[config.mk]
export PLATFORM = sky130hd
export DESIGN_NAME = data_memory_arbiter
export DESIGN_NICKNAME = d
export VERILOG_FILES = /design/src/rtl/arbiter_pkg.sv /design/src/rtl/data_memory_arbiter_starve_counter.sv /design/src/rtl/data_memory_arbiter.sv
export SDC_FILE = /design/constraint.sdc
export NUM_CORES = 1
export LEC_CHECK = 0
export ABC_AREA = 0
export CELL_PAD_IN_SITES_DETAIL_PLACEMENT = 1
export CELL_PAD_IN_SITES_GLOBAL_PLACEMENT = 1
export CORE_MARGIN = 1.5
export CORE_UTILIZATION = 14
export CTS_CLUSTER_DIAMETER = 40
export DETAILED_ROUTE_END_ITERATION = 16
export GPL_TIMING_DRIVEN = 0
export PLACE_DENSITY = 0.88
export REMOVE_ABC_BUFFERS = 1
export SETUP_SLACK_MARGIN = 0.5
export SYNTH_ARGS = -nofsm -noshare
export SYNTH_HDL_FRONTEND = slang
export SYNTH_SLANG_ARGS = --single-unit
[constraint.sdc]
create_clock -name clock_in -period 2.65 [get_ports clock_in]
set_input_delay 0.53 -clock clock_in [delete_from_list [all_inputs] [get_ports clock_in]]
set_output_delay 0.53 -clock clock_in [all_outputs]
set_load 0.1 [all_outputs]
[src/rtl/arbiter_pkg.sv]
// Shared types for the data-memory arbiter.
// Holds read-owner and arbitration-state enums plus the starve counter width.
package arbiter_pkg;
  typedef enum logic [1:0] {
    OWN_NONE,
    OWN_CPU,
    OWN_EXT
  } owner_t;

  typedef enum logic {
    ARB_CPU,
    ARB_EXT_LOCK
  } arb_state_t;

  localparam int STARVE_COUNT_WIDTH = 4;
endpackage

[src/rtl/data_memory_arbiter_starve_counter.sv]
// Saturating count of consecutive cycles the external side was denied.
// Clear wins over freeze, freeze wins over increment.
module starve_counter
  import arbiter_pkg::*;
#(
  parameter int LIMIT = 4
) (
  input  logic                          clk,
  input  logic                          rst,
  input  logic                          increment,
  input  logic                          clear,
  input  logic                          freeze,
  output logic [STARVE_COUNT_WIDTH-1:0] count,
  output logic                          limit_reached
);
  localparam logic [STARVE_COUNT_WIDTH-1:0] LIM =
    STARVE_COUNT_WIDTH'(LIMIT);

  always_ff @(posedge clk or posedge rst) begin
    if (rst) begin
      count <= '0;
    end else if (clear) begin
      count <= '0;
    end else if (freeze) begin
      count <= count;
    end else if (increment && (count != LIM)) begin
      count <= count + 1'b1;
    end
  end

  assign limit_reached = (count == LIM);
endmodule

[src/rtl/data_memory_arbiter.sv]
// Single-port data memory arbiter: CPU priority with starvation guard.
// Optional burst lock for the external side under ARBITER_BURST_LOCK_EN.
module data_memory_arbiter
  import arbiter_pkg::*;
#(
  parameter int DATA_WIDTH    = 16,
  parameter int OPERAND_WIDTH = 11,
  parameter int STARVE_LIMIT  = 4
) (
  input  logic                     clock_in,
  input  logic                     reset_in,
  input  logic                     cpu_req_in,
  input  logic                     cpu_wr_in,
  input  logic [OPERAND_WIDTH-1:0] cpu_address_in,
  input  logic [DATA_WIDTH-1:0]    cpu_data_in,
  output logic                     cpu_stall_out,
  output logic [DATA_WIDTH-1:0]    cpu_data_out,
  output logic                     cpu_valid_out,
  input  logic                     ext_req_in,
  input  logic                     ext_wr_in,
  input  logic [OPERAND_WIDTH-1:0] ext_address_in,
  input  logic [DATA_WIDTH-1:0]    ext_data_in,
  input  logic                     ext_lock_in,
  output logic                     ext_gnt_out,
  output logic [DATA_WIDTH-1:0]    ext_data_out,
  output logic                     ext_valid_out,
  output logic [OPERAND_WIDTH-1:0] mem_address_out,
  output logic [DATA_WIDTH-1:0]    mem_data_out,
  output logic                     mem_wr_out,
  input  logic [DATA_WIDTH-1:0]    mem_data_in
);
  arb_state_t state, next_state;
  owner_t     owner;
  logic       cpu_gnt, ext_gnt;
  logic       increment, clear, freeze;
  logic       limit_reached;
  logic [STARVE_COUNT_WIDTH-1:0] count;

  starve_counter #(
    .LIMIT(STARVE_LIMIT)
  ) u_starve (
    .clk          (clock_in),
    .rst          (reset_in),
    .increment    (increment),
    .clear        (clear),
    .freeze       (freeze),
    .count        (count),
    .limit_reached(limit_reached)
  );

  always_ff @(posedge clock_in or posedge reset_in) begin
    if (reset_in) begin
      state <= ARB_CPU;
      owner <= OWN_NONE;
    end else begin
      state <= next_state;
      if (cpu_gnt && !cpu_wr_in) begin
        owner <= OWN_CPU;
      end else if (ext_gnt && !ext_wr_in) begin
        owner <= OWN_EXT;
      end else begin
        owner <= OWN_NONE;
      end
    end
  end

  always_comb begin
    cpu_gnt    = 1'b0;
    ext_gnt    = 1'b0;
    increment  = 1'b0;
    next_state = state;
    unique case (state)
      ARB_CPU: begin
        if (cpu_req_in && ext_req_in) begin
          if (limit_reached) begin
            ext_gnt = 1'b1;
          end else begin
            cpu_gnt   = 1'b1;
            increment = 1'b1;
          end
        end else if (cpu_req_in) begin
          cpu_gnt = 1'b1;
        end else if (ext_req_in) begin
          ext_gnt = 1'b1;
        end
`ifdef ARBITER_BURST_LOCK_EN
        if (ext_gnt && ext_lock_in) begin
          next_state = ARB_EXT_LOCK;
        end
`endif
      end
      ARB_EXT_LOCK: begin
        // CPU is held off for the whole burst, even on its last cycle
        ext_gnt = ext_req_in;
        if (!ext_req_in || !ext_lock_in) begin
          next_state = ARB_CPU;
        end
      end
      default: next_state = ARB_CPU;
    endcase
    if (reset_in) begin
      cpu_gnt   = 1'b0;
      ext_gnt   = 1'b0;
      increment = 1'b0;
    end
  end

  assign clear  = !ext_req_in || ext_gnt;
  assign freeze = (state == ARB_EXT_LOCK);

  assign cpu_stall_out = cpu_req_in && !cpu_gnt;
  assign ext_gnt_out   = ext_gnt;

  assign mem_address_out = ext_gnt ? ext_address_in : cpu_address_in;
  assign mem_data_out    = ext_gnt ? ext_data_in : cpu_data_in;
  assign mem_wr_out      = (cpu_gnt && cpu_wr_in) ||
                           (ext_gnt && ext_wr_in);

  assign cpu_valid_out = (owner == OWN_CPU);
  assign ext_valid_out = (owner == OWN_EXT);
  assign cpu_data_out  = cpu_valid_out ? mem_data_in : '0;
  assign ext_data_out  = ext_valid_out ? mem_data_in : '0;
endmodule

==> summary.md <==
| Metric | Value |
|---|---|
| Initial core utilization | 14.44% |
| Rel. slew slack | 66.07% |
| Gpl congestion | 0.8362 |
| Synth Area per Inst | 8.954 um2 |
| Vias in the first global route | 1593 |
| Clock Power Share | 15.9% |
| Dpl hpwl | 3765 um |
| Period utilisation layout | 99.37% |
| Placed cell area | 2427 um2 |
| Cell area after layout | 3019 um2 |
| CP Data Required Time | 2120 ps |
| Comb power frac | 73.1% |
| Via count | 1454 |
| CORE AREA | 6756 um2 |
| Ranking of synthesized cells by area | mux2_2 30%, and2_1 21%, dfrtp_1 18% |
| Maximum VDD drop | 0.2043 mV |
| CP Capture Type | output pin |
| Final WS setup | 16.66 ps |
| Setup WS pre-CTS | -1897 ps |
| Root buffer cell | clkbuf_8 |
| Minimum clock period | 2633 ps |
| Commonest cells after routing, fill and taps aside | 73 x clkdlybuf4s50_1, 33 x and2_1, 32 x clkbuf_4, 30 x buf_12, 27 x mux2_4 |
| Skew final | 5.498 ps |
| Max-slew violations | 0 |
| CP Class | register to output pin |
| Warnings, synthesis | 0 |
| Sw frac | 48.34% |
| Final Net Count | 342 |
| Synth top area share | 30.00% |
| Maximum fanout along the worst path | 8 |
| Max-Cap Viols | 0 |
| Post-synth top area cell | mux2_2 |
| Die W | 86.49 um |
| I/O Pins | 141 |
| CP startpoint kind | register |
| Area of the die | 7481 um2 |
| RSZ-0062 raised after global routing | true |
| Commonest non-fill, non-tap cell in the layout | clkdlybuf4s50_1 |
| Tightest Hold Check Type | primary input to async pin |
| P&R area growth vs syn | 209.4% |
| Arr. time, crit path | 2100 ps |
| Layout cells sized above 1 | 46.95% |
| Detailed Routing Iterations Pass 1 | 4 |
| P_sw | 483.3 uW |
| Hold Vio Cnt, Final | 0 |
| Cell variety after synth | 25 |
| Port Buf Inserts | 140 |
| Post-Syn Instances | 109 |
| First-pass GRT wire length | 7803 um |
| Initial DRC count | 15 |
| Clock buffer depth | 2 |
| Total grt overflow | 0 |
| Cts hold-fix bufs | 0 |
| Register bit total from synthesis | 7 |
| Inserted Clock Buffers | 3 |
| Largest net degree at the start of global routing | 18 |
| Clock Sinks | 7 |
| Power Internal | 516.5 uW |
| Insertion delay of the later-clocked pin in the worst-skew pair | 240 ps |
| TritonCTS clock tree | yes |
| Sequential fraction of design power | 11.1% |
| Vias per cell | 4.251 |
| Row count | 30 |
| Die Ht | 86.49 um |
| Initial antenna violation count | 0 |
| Syn Std Cell Area | 975.9 um2 |
| Remaining DRCs | 0 |
| Count of final setup violators | 0 |
| Status | completed |
| GR Util All Layers | 13.48% |
| Fill cells | 712 |
| Final Hold Slack | 521.2 ps |
| Max Freq | 379.7 MHz |
| Slew @ Worst Pin | 507.9 ps |
| Drt wl/cell | 16.45 um |
| Reg2Reg Depth | 6 |
| CTS clk-pin slew, worst paths | 40 ps |
| Sequential area share after synthesis | 17.95% |
| Routed WL | 5626 um |
| ANT nets after route | 0 |
| H-tree depth | 1 |
| P per Cell Area | 331.1 nW/um2 |
| Antenna Diode Count | 0 |
| Leakage | 0.001339 uW |
==> critical path: stages, from the launching register on <==
cell and delay (ps):
dfrtp_1 390, inv_2 80, ha_4 140, nand3b_4 130, a211oi_4 320, buf_4 180, buf_12 130, mux2_4 320
buf_12 170
==> cell type report <==
cell class	instances	area [um2]	share of cell area (%)
tap	80	100.1	3.315
sequential	7	175.2	5.802
timing repair buffer	155	1769	58.60
multi-input combinational	91	910.9	30.17
inverter	5	18.77	0.6216
clock buffer	4	45.04	1.492
==> cell usage after synthesis <==
cell	count
nand3b_1	1
and2_1	33
nor3b_1	1
nand4_1	4
o21ai_0	1
o2bb2ai_1	1
nand3b_4	1
dfrtp_1	7
nor2_1	2
mux2_2	26
o311ai_0	1
clkbuf_2	1
a311oi_1	1
a21oi_1	3
inv_1	5
mux2_1	1
nand2_1	3
and3_1	1
buf_6	3
nor2b_1	4
and2b_4	1
ha_1	2
nand3_1	2
clkbuf_1	3
a211oi_4	1
==> power groups by stage <==
stage,combinational (uW),clock [uW],sequential (uW)
2_1_floorplan,386,0,111
3_3_place_gp,591,0,112
3_5_place_dp,595,0,112
4_1_cts,694,159,110
5_1_grt,751,164,111
6_report,731,159,111
==> flip-flops by register name, summed over array words and instances, names as in the netlist <==
register,cells
owner,2
u_starve.count,4
freeze,1
==> per-layer routing <==
metal / vias to the layer above / GRT usage (%) / wire (um)
li1: 680 / - / -
met1: 663 / 11.02 / 1661
met2: 107 / 27.70 / 3136
met3: 4 / 6.476 / 779
met5: - / 0 / 0
met4: 0 / 3.959 / 48
==> metrics by stage <==
stage	cells	power, uW	util, %	TNS [ps]
floorplan	102	497.0	-	-54730
global placement	322	702.3	35.93	-65620
detailed placement	322	707.4	35.93	-68170
CTS	339	963.0	42.69	0
global route	342	1026	44.69	-459.2
finish	342	999.7	44.69	0
==> worst paths after layout <==
kind,startpoint,end,slack (ps)
worst max-delay path,u_starve.count[0],mem_address_out[6],20
worst min-delay path,reset_in,u_starve.count[3],520
worst max register to register,u_starve.count[0],owner[1],1180
worst min register to register,freeze,freeze,560
max in group asynchronous,reset_in,owner[1],1870
min in group clock_in,freeze,freeze,560
==> kinds of logic after synthesis <==
| group | synth area share, % |
|---|---|
| buffers and inverters | 7.051 |
| adders and majority gates | 2.564 |
| AOI/OAI and AO/OA | 6.795 |
| and+or+nand+nor | 34.49 |
| muxes | 31.15 |
| DFF | 17.95 |
==> repair_timing <==
action	CTS	global route
setup endpoints to repair	65	64
gates resized for setup	429	99
cloned	3	0
pin swaps	3	2
setup buffers	10	3
Note: power is estimated with default switching activity, not from simulation.
==> patch: new RTL, config.mk and constraints unchanged <==
The option `ARBITER_BURST_LOCK_EN` is turned on by a define.
--- a/src/rtl/data_memory_arbiter.sv
+++ b/src/rtl/data_memory_arbiter.sv
@@ -2,2 +2,4 @@
 // Optional burst lock for the external side under ARBITER_BURST_LOCK_EN.
+`define ARBITER_BURST_LOCK_EN
+
 module data_memory_arbiter
Formal check against the unedited RTL: not equivalent (Yosys sat finds a counterexample within 4 cycles, from zero or initial values and one cycle with reset_in high).
==> patch against the original RTL <==
Clock power shrank 4%. Wire length is 2.4% lower. Sequential cell count is the same. Critical endpoint is now mem_data_out[7]. Synthesized area rose by 9.9%. Register-to-register slack about the same. Total power grew 3.8%. Largest cell class unchanged. Setup slack better by 170 ps. Largest power group unchanged. Clock skew fell by 4.7 ps. Core utilization is 3.0 points lower. Count of clock-buffer cells in the layout unchanged. Design area is 1.3% higher. Critical path depth is the same.
==> patch: results (changes against the original RTL) <==
adder-cell share of the synthesized area=0.0233 (was 0.0256); multiplexer area fraction after synthesis=0.359 (was 0.312); post-synthesis compound-gate area fraction=0.0572 (was 0.0679); synth top area cells=mux2_4 27%, and2_1 19%, dfrtp_1 16%, mux2_2 8.4%, buf_12 3.7% (was mux2_2 30%, and2_1 21%, dfrtp_1 18%, buf_6 3.5%, ha_1 2.6%); total number of vias=1471 (was 1454); Reg2Reg Depth=8 (was 6); first-pass GRT wire length=8350 microns (was 7800 microns); Core ar.=7330 sq um (was 6760 sq um); P per Cell Area=339 nW/um^2 (was 331 nW/um^2); Post-Route WL=5490 microns (was 5630 microns); maximum VDD drop=0.142 mV (was 0.204 mV); switching pwr=0.502 mW (was 0.483 mW); initial drt markers=9 (was 15); sequential share of power=0.109 (was 0.111); FILL cells=803 (was 712); status=finished, final reports clean (unchanged); CP endpoint=mem_data_out[7] (was mem_address_out[6]); P_clk=0.152 mW (was 0.159 mW); WP data arrival=1930 ps (was 2100 ps); DPL Wire Length=3940 microns (was 3760 microns); layout cells sized above 1=0.477 (was 0.469); Distinct cells, synth=30 (was 25); post-CTS sizing=436 (was 429); placed cell areas=2530 sq um (was 2430 sq um); NumNets Final=344 (was 342); Routability Congestion=0.747 (was 0.836)
-- patch: metrics by stage --
step	hold slack (ps)	setup WS [ps]
global placement	557	-1570
CTS	485	211
global route	525	139
floorplan	366	-1190
detailed placement	577	-1640
finish	491	188
-- patch: worst reg2reg max path, delay by kind of cell (launching register included) --
family	cells	cell delay (ps)
DFF	1	390
AOI/OAI and AO/OA	1	80
and+or+nand+nor	2	210
adders and majority gates	1	140
buffers and inverters	4	510
-- patch: area by class of cell --
class | count | area [sq um] | area share
sequential | 7 | 175 | 0.0573
inverter | 4 | 15.0 | 0.00491
clock buffer | 4 | 45.0 | 0.0147
multi-input combinational | 92 | 922 | 0.301
timing repair buffer | 157 | 1780 | 0.581
tap | 99 | 124 | 0.0405
-- patch: metal layers --
metal  up-vias  wire length [microns]  global-route usage
li1        690                      -                   -
met1       654                   1860               0.118
met2       123                   2740               0.243
met3         4                    842              0.0581
met4         0                     44              0.0212
met5         -                      0                   0
